`config.mk`:
```
export PLATFORM = sky130hd
export DESIGN_NAME = cs_window_approx
export DESIGN_NICKNAME = d
export VERILOG_FILES = /design/src/rtl/cs_window_approx.sv
export SDC_FILE = /design/constraint.sdc
export NUM_CORES = 1
export LEC_CHECK = 0
export ABC_AREA = 0
export CAP_MARGIN = 20
export CORE_MARGIN = 10
export CORE_UTILIZATION = 50
export CTS_BUF_LIST = sky130_fd_sc_hd__clkbuf_4 sky130_fd_sc_hd__clkbuf_8 sky130_fd_sc_hd__clkbuf_16
export DETAILED_ROUTE_END_ITERATION = 16
export GPL_ROUTABILITY_DRIVEN = 0
export MAX_ROUTING_LAYER = met4
export PLACE_DENSITY = 0.76
export SLEW_MARGIN = 20
export SYNTH_ARGS = -nofsm -noshare
export SYNTH_HDL_FRONTEND = slang
export SYNTH_SLANG_ARGS = --single-unit
```
`constraint.sdc`:
```
create_clock -name clk -period 23.3 [get_ports clk]
set_input_delay 6.99 -clock clk [delete_from_list [all_inputs] [get_ports clk]]
set_output_delay 6.99 -clock clk [all_outputs]
set_load 0.01 [all_outputs]
```
`src/rtl/cs_window_approx.sv`:
```
// cs_window_approx
//   Sliding-window "computational system" block. Keeps the last N accepted
//   samples and their running sum. It finds the approximate average X_appr,
//   the largest window sample x with N*x <= Sum. Per sample it outputs either
//   floor((Sum + N*X_appr) / (N-1)) or X_appr.
//   Pipeline: accept edge (window/sum update) -> stage 1 (X_appr search,
//   registered) -> stage 2 (output arithmetic, registered). Latency is 2 edges.
//
// Ports
//   clk        rising-edge clock
//   reset      asynchronous active-high reset
//   in_valid   x/mode are accepted on a rising edge while high
//   x          sample, W bits
//   mode       captured with the sample: 0 = CS result, 1 = X_appr
//   flush      synchronous clear of window, sum, fill count and pipeline
//   y          result, W+2 bits, holds its value between results
//   out_valid  one-cycle pulse per qualified result
//
// Handshake: there is no back-pressure. A sample is taken on every rising
// edge where in_valid=1 and flush=0. Each taken sample that leaves the window
// full yields exactly one out_valid pulse two edges later. flush dominates
// in_valid.

module cs_window_approx #(
    parameter int W = 8,
    parameter int N = 9
) (
    input  logic         clk,
    input  logic         reset,
    input  logic         in_valid,
    input  logic [W-1:0] x,
    input  logic         mode,
    input  logic         flush,
    output logic [W+1:0] y,
    output logic         out_valid
);

    localparam int SHIFT  = $clog2(N - 1);
    localparam int SUM_W  = W + $clog2(N);
    localparam int FILL_W = $clog2(N + 1);

    // Dividing by N-1 is done with a shift, so N-1 has to be a power of two.
    generate
        if (N < 3 || ((N - 1) & (N - 2)) != 0) begin : g_bad_n
            $fatal(1, "cs_window_approx: N-1 must be a power of two and N >= 3");
        end
    endgenerate

    localparam logic [SUM_W-1:0] N_S  = SUM_W'(N);
    localparam logic [SUM_W:0]   N_S1 = (SUM_W + 1)'(N);
    localparam logic [FILL_W-1:0] FILL_FULL = FILL_W'(N);
    localparam logic [FILL_W-1:0] FILL_LAST = FILL_W'(N - 1);

    // ------------------------------------------------------------------
    // Stage 0: window, running sum, fill count
    // ------------------------------------------------------------------
    logic [W-1:0]      win [N];   // win[0] newest, win[N-1] oldest
    logic [SUM_W-1:0]  sum;
    logic [FILL_W-1:0] fill;
    logic              acc_v;     // accepted sample left the window full
    logic              acc_mode;

    always_ff @(posedge clk or posedge reset) begin
        if (reset) begin
            for (int i = 0; i < N; i++) win[i] <= '0;
            sum      <= '0;
            fill     <= '0;
            acc_v    <= 1'b0;
            acc_mode <= 1'b0;
        end else if (flush) begin
            // Empty slots must read as 0 so the sum stays exact while refilling.
            for (int i = 0; i < N; i++) win[i] <= '0;
            sum      <= '0;
            fill     <= '0;
            acc_v    <= 1'b0;
            acc_mode <= 1'b0;
        end else begin
            acc_v <= 1'b0;
            if (in_valid) begin
                win[0] <= x;
                for (int i = 1; i < N; i++) win[i] <= win[i-1];
                // Modular subtract/add: the true sum always fits SUM_W bits.
                sum <= sum - SUM_W'(win[N-1]) + SUM_W'(x);
                if (fill != FILL_FULL) fill <= fill + 1'b1;
                acc_v    <= (fill >= FILL_LAST);
                acc_mode <= mode;
            end
        end
    end

    // ------------------------------------------------------------------
    // Stage 1: X_appr = max slot with N*slot <= Sum (0 if none qualifies)
    // ------------------------------------------------------------------
    logic [W-1:0] x_appr;

    always_comb begin
        x_appr = '0;
        for (int i = 0; i < N; i++) begin
            if ((N_S * SUM_W'(win[i])) <= sum && win[i] > x_appr) begin
                x_appr = win[i];
            end
        end
    end

    logic              s1_v;
    logic [W-1:0]      s1_x;
    logic [SUM_W-1:0]  s1_sum;
    logic              s1_mode;

    always_ff @(posedge clk or posedge reset) begin
        if (reset) begin
            s1_v    <= 1'b0;
            s1_x    <= '0;
            s1_sum  <= '0;
            s1_mode <= 1'b0;
        end else if (flush) begin
            s1_v <= 1'b0;
        end else begin
            s1_v <= acc_v;
            if (acc_v) begin
                s1_x    <= x_appr;
                s1_sum  <= sum;
                s1_mode <= acc_mode;
            end
        end
    end

    // ------------------------------------------------------------------
    // Stage 2: output arithmetic. Sum + N*X_appr <= 2*Sum, so one extra bit
    // is enough before the divide-by-(N-1) shift.
    // ------------------------------------------------------------------
    logic [SUM_W:0] cs_sum;
    logic [W+1:0]   cs_y;

    assign cs_sum = (SUM_W + 1)'(s1_sum) + N_S1 * (SUM_W + 1)'(s1_x);
    assign cs_y   = (W + 2)'(cs_sum >> SHIFT);

    always_ff @(posedge clk or posedge reset) begin
        if (reset) begin
            y         <= '0;
            out_valid <= 1'b0;
        end else if (flush) begin
            out_valid <= 1'b0;
        end else begin
            out_valid <= s1_v;
            if (s1_v) begin
                y <= s1_mode ? (W + 2)'(s1_x) : cs_y;
            end
        end
    end

endmodule
```
== After elaboration in Yosys (flattened, before gate mapping) ==
Cells that the tools add are included.

* Add/sub/neg operators: 4
* Multipliers: 10
* Magnitude comparators: 19
* Eq/ne operators: 1
* Muxes and demuxes: 23
* Bitwise gates (word level): 1
* Reduce and logical (&&, ||, !) cells: 14

{| class="wikitable"
|+ Operator list
! cell !! count
|-
| $mux 72 || 2
|-
| $mul 4x8->12 const A || 10
|-
| $le 12x12->1 || 9
|-
| $mux 8 || 9
|-
| $gt 8x8->1 || 8
|-
| $mux 12 || 2
|-
| $add 12x12->13 || 1
|-
| $add 12x8->12 || 1
|-
| $mux 4 || 3
|-
| $sub 12x8->12 || 1
|-
| $mux 10 || 1
|-
| $logic_and 1x1->1 || 9
|-
| $gt 8x1->1 const B || 1
|-
| $mux 1 || 6
|-
| $reduce_and 2->1 || 3
|-
| $add 4x1->4 const B || 1
|-
| $ge 4x4->1 const B || 1
|-
| $ne 4x4->1 const B || 1
|-
| $reduce_bool 2->1 || 2
|-
| $not 1->1 || 1
|}

* Bits in registers: 123
* Bits of input ports: 13
* Output and inout bits: 11
* Logic and storage cells: 91

== Longest topological paths before layout ==
* Depth after elaboration: 28
* Depth in mapped cells: 110
* Depth with buffers taken out: 102

== Least setup slack after synthesis ==
No wires, ideal clock.

* Path kind: reg-to-reg
* Start: register win[65] in the netlist's numbering
* End: register s1_x[3]
* Setup time: 0.135 ns
* Data arrival time: 16.550 ns
* Data required time: 23.165 ns
* Setup slack: 6.615 ns
* Stages on the path, launching flop included: 98
* Buffers on the path: 7
* Period minus slack after synthesis: 16.685 ns
* Cell sequence: dfrtp_1 > ha_1 > ha_1 > inv_1 > fa_1 > inv_1 > a21oi_1 > o21ai_0 > a21o_1 > nand2_1 > xnor2_1 > ha_1 > nand4_1 > a211o_1 > a31oi_2 > nand2b_1 > ha_1 > nor2b_1 > [... 62 more ...] > a21o_1 > a21o_1 > a211oi_1 > inv_1 > o31a_2 > buf_6 > or2_1 > and2_1 > ha_1 > o21ai_0 > nand2b_1 > a21oi_1 > o21ai_0 > o21ai_0 > a21o_1 > or3_1 > o21ai_0 > a31oi_1

* Longest elaborated chain between the ends: 28
* Elaborated cells between the ends (all ways): 29
* Those cells by class: mul (1); order compare (10); mux (9); reduce/logical (9)

{| class="wikitable"
|+ RTL lines
! what !! RTL line !! RTL
|-
| start: declaration || 57 || <nowiki>logic [W-1:0] win [N];</nowiki>
|-
| $mul 4x8->12 || 99 || <nowiki>if ((N_S * SUM_W'(win[i])) <= sum && win[i] > x_appr) begin</nowiki>
|-
| $le 12x12->1 || 99 ||
|-
| $logic_and 1x1->1 || 99 ||
|-
| $mux 8 * || 99 ||
|-
| $gt 8x8->1 || 99 ||
|-
| $logic_and 1x1->1 || 99 ||
|-
| $mux 8 * || 99 ||
|-
| $gt 8x8->1 || 99 ||
|-
| [... 12 more ...] || -- ||
|-
| $logic_and 1x1->1 || 99 ||
|-
| $mux 8 * || 99 ||
|-
| $gt 8x8->1 || 99 ||
|-
| $logic_and 1x1->1 || 99 ||
|-
| $mux 8 * || 99 ||
|-
| $gt 8x8->1 || 99 ||
|-
| $logic_and 1x1->1 || 99 ||
|-
| $mux 8 * || 99 ||
|-
| end signal: assignment || 121 || <nowiki>s1_x <= x_appr;</nowiki>
|-
| end: declaration || 106 || <nowiki>logic [W-1:0] s1_x;</nowiki>
|}

Mark *: on every way between the ends. The rest lies on a longest branch, timed or not.
A chain may end at the register's enable or synchronous reset.

== Worst setup path after layout ==
* Start: register win[65] in the netlist's numbering
* End: register s1_x[0]

Same word-level chain as after synthesis.

==> run_results.csv <==
group,metric,value,unit
floorplanning,start_util,51.0,%
cts,ctsResizeCount,0,
global_routing,antenna_found_initial,0,
placed_design,port_buffers,23,
synth,seq_area_frac_synth,22.3,%
cells_and_area,drive_gt1_share,5.59,%
run,drv_cap,0,
sta,fin_crit_sh,80.0,%
setup_path,cp_max_fo,14,
synth,synth_edf_count,0,
synth,ys_ff_latch,123,
detailed_routing,routed_via_density,5.89,
cts,path_clk_slew,0.06,ns
detailed_routing,vias,11500,
global_routing,grt_max_degree,75,
cells_and_area,final_nets,1918,
setup_path,crit_slowest_cell,"a311oi_4",
detailed_routing,first_pass_iters,5,
cts,cts_made_buffers,17,
global_routing,grt.total_usage,21.5,%
floorplanning,fp-row-count,60,
cts,insertion_delay,0.43,ns
sta,slew_headroom,33.2,%
floorplanning,die_area,34600,sq um
sta,setup_viol,0,
detailed_routing,avgRoutedWirePerCell,18.2,um
setup_path,setup.worst_path.class,"register to register",
cells_and_area,fillCellCount,2358,
sta,rsz0062_at_grt,"no",
cts,postCtsSetupRepairBufs,0,
floorplanning,die_h,186,um
global_routing,grt_pass1_wl,57800,um
synth,synthDistinctLibCells,79,
cells_and_area,multi_input_comb_area,9830,sq um
setup_path,start_kind,"register",
detailed_routing,wl,35400,um
synth,syn-cell-area,13800,sq um
floorplanning,dieWidth,186,um
setup_path,cp_top_family,"compound AO/OA/AOI/OAI gates",
synth,synth_flop_cell,"dfrtp_1",
cells_and_area,mostFrequentLayoutCells,"ha_1, inv_1, nor2_1",
synth,syn-num-nets,1900,
synth,async_flop_share,100,%
sta,clock_skew,0.0104,ns
cells_and_area,regArea,3080,sq um
cts,htree_levels,4,
global_routing,overflow,0,
sta,report.final.hold_viol_count,0,
sta,fmax,53.7,MHz
cells_and_area,layout_commonest_cell,"ha_1",
cts,ctsHoldBuffers,0,
sta,drv_slew,0,
synth,netlist_instances,1579,
cts,cts.sinks,123,
sta,tightest_slew,1.00,ns
cells_and_area,antenna_cells,0,
detailed_routing,antenna_left,0,
synth,ys_warn_count,0,
outcome,status,"finished clean",
floorplanning,core_area,27000,sq um
setup_path,critPathMostFrequentCell,"ha_1",
floorplanning,io_pins,24,
hold_path,hold_class,"register to register",
detailed_routing,initialDrtViolationCount,936,
synth,syn_area_per_cell,8.73,sq um
setup_path,crit_buf_inv,6,
setup_path,critical_path_arrival,18.94,ns
global_routing,grt_pass1_vias,11500,
sta,finalCriticalPeriod,18.64,ns
cts,cts_tree,"built",
cells_and_area,area_delta_synth_final,8.90,%
cts,clockRootBuffer,"clkbuf_16",
sta,setup_tns,0,ns
setup_path,slowest_delay,0.56,ns
setup_path,endpoint_kind,"register",
setup_path,worstPathRequired,23.60,ns
placed_design,place_hpwl,25600,um
cts,cts_buffer_depth,2,
detailed_routing,drc,0,
==> cells by family (layout without fill, tap and decap cells) <==
family	Yosys count	after routing	synth area share, %
compound gates	340	340	16.0
xor+xnor	70	70	4.45
fa+ha+maj	310	310	29.3
buf+inv	228	259	6.32
flops	123	123	22.3
mux	103	103	7.68
simple gates	405	405	13.9
==> state kept, by name, indices dropped and copies added (netlist names), 4 cells and up <==
signal  flops
sum        12
win        72
s1_sum     12
fill        4
s1_x        8
y          10
==> final cells by class <==
class,count,share of cell area (%)
Multi-Input combinational cell,1228,65.5
Sequential cell,123,20.5
Inverter,188,4.72
Clock buffer,18,2.88
Tap cell,341,2.84
Timing Repair Buffer,39,2.30
Clock inverter,14,1.23
==> synthesized netlist by cell type (11+ instances only) <==
cell      number  area [sq um]
xor2_1        20           175
nand2b_1      23           144
nand4_1       34           213
nor2b_1       26           163
fa_1          22           440
o21ai_0       91           455
mux2i_1       93           931
clkbuf_1      30           113
nor2_1       145           544
nand3_1       17          85.1
o21bai_1      11          82.6
dfrtp_1      123          3080
a31oi_1       11          68.8
a21o_1        48           360
inv_1        188           706
a21oi_1      110           551
nand2_1       99           372
xnor2_1       50           438
nor3_1        14          70.1
ha_1         286          3580
==> worst paths after layout <==
kind	start	endpoint	slack (ns)	cells past startpoint
worst max register to register	win[65]$_DFFE_PP0P_	s1_x[0]$_DFFE_PP0P_	4.66	96
worst min-delay path	y[4]$_DFFE_PP0P_	y[4]$_DFFE_PP0P_	0.47	2
worst max-delay path	win[65]$_DFFE_PP0P_	s1_x[0]$_DFFE_PP0P_	4.66	96
max in group asynchronous	reset	win[34]$_DFFE_PP0P_	14.84	3
min in group asynchronous	reset	y[2]$_DFFE_PP0P_	7.01	2
worst min register to register	y[4]$_DFFE_PP0P_	y[4]$_DFFE_PP0P_	0.47	2
==> per-layer routing <==
layer	routed length, um	GRT usage [%]	vias up
met4	1170	8.51	0
met1	15400	25.3	5492
met2	17100	36.2	330
li1	-	-	5569
met3	1810	3.49	93
met5	0	-	-
==> tightest hold or removal path: cells and delay by family, from the launching register on <==
family           cells  cell delay, ns
AO/OA/AOI/OAI        1            0.06
AND/OR/NAND/NOR      1            0.04
flip-flops           1            0.34
==> stage by stage <==
stage	hold slack [ns]	utilization (%)	cell area, sq um	setup slack [ns]	cells
floorplan	0.438	-	13800	6.61	1579
global placement	0.460	53.2	14400	5.83	1919
detailed placement	0.467	53.2	14400	5.24	1919
CTS	0.481	55.5	15000	5.01	1951
global route	0.494	55.5	15000	3.07	1951
finish	0.475	55.5	15000	4.66	1951
Power is not shown: default switching activity piles up to over one toggle a cycle in this logic, so the estimate is an artifact.
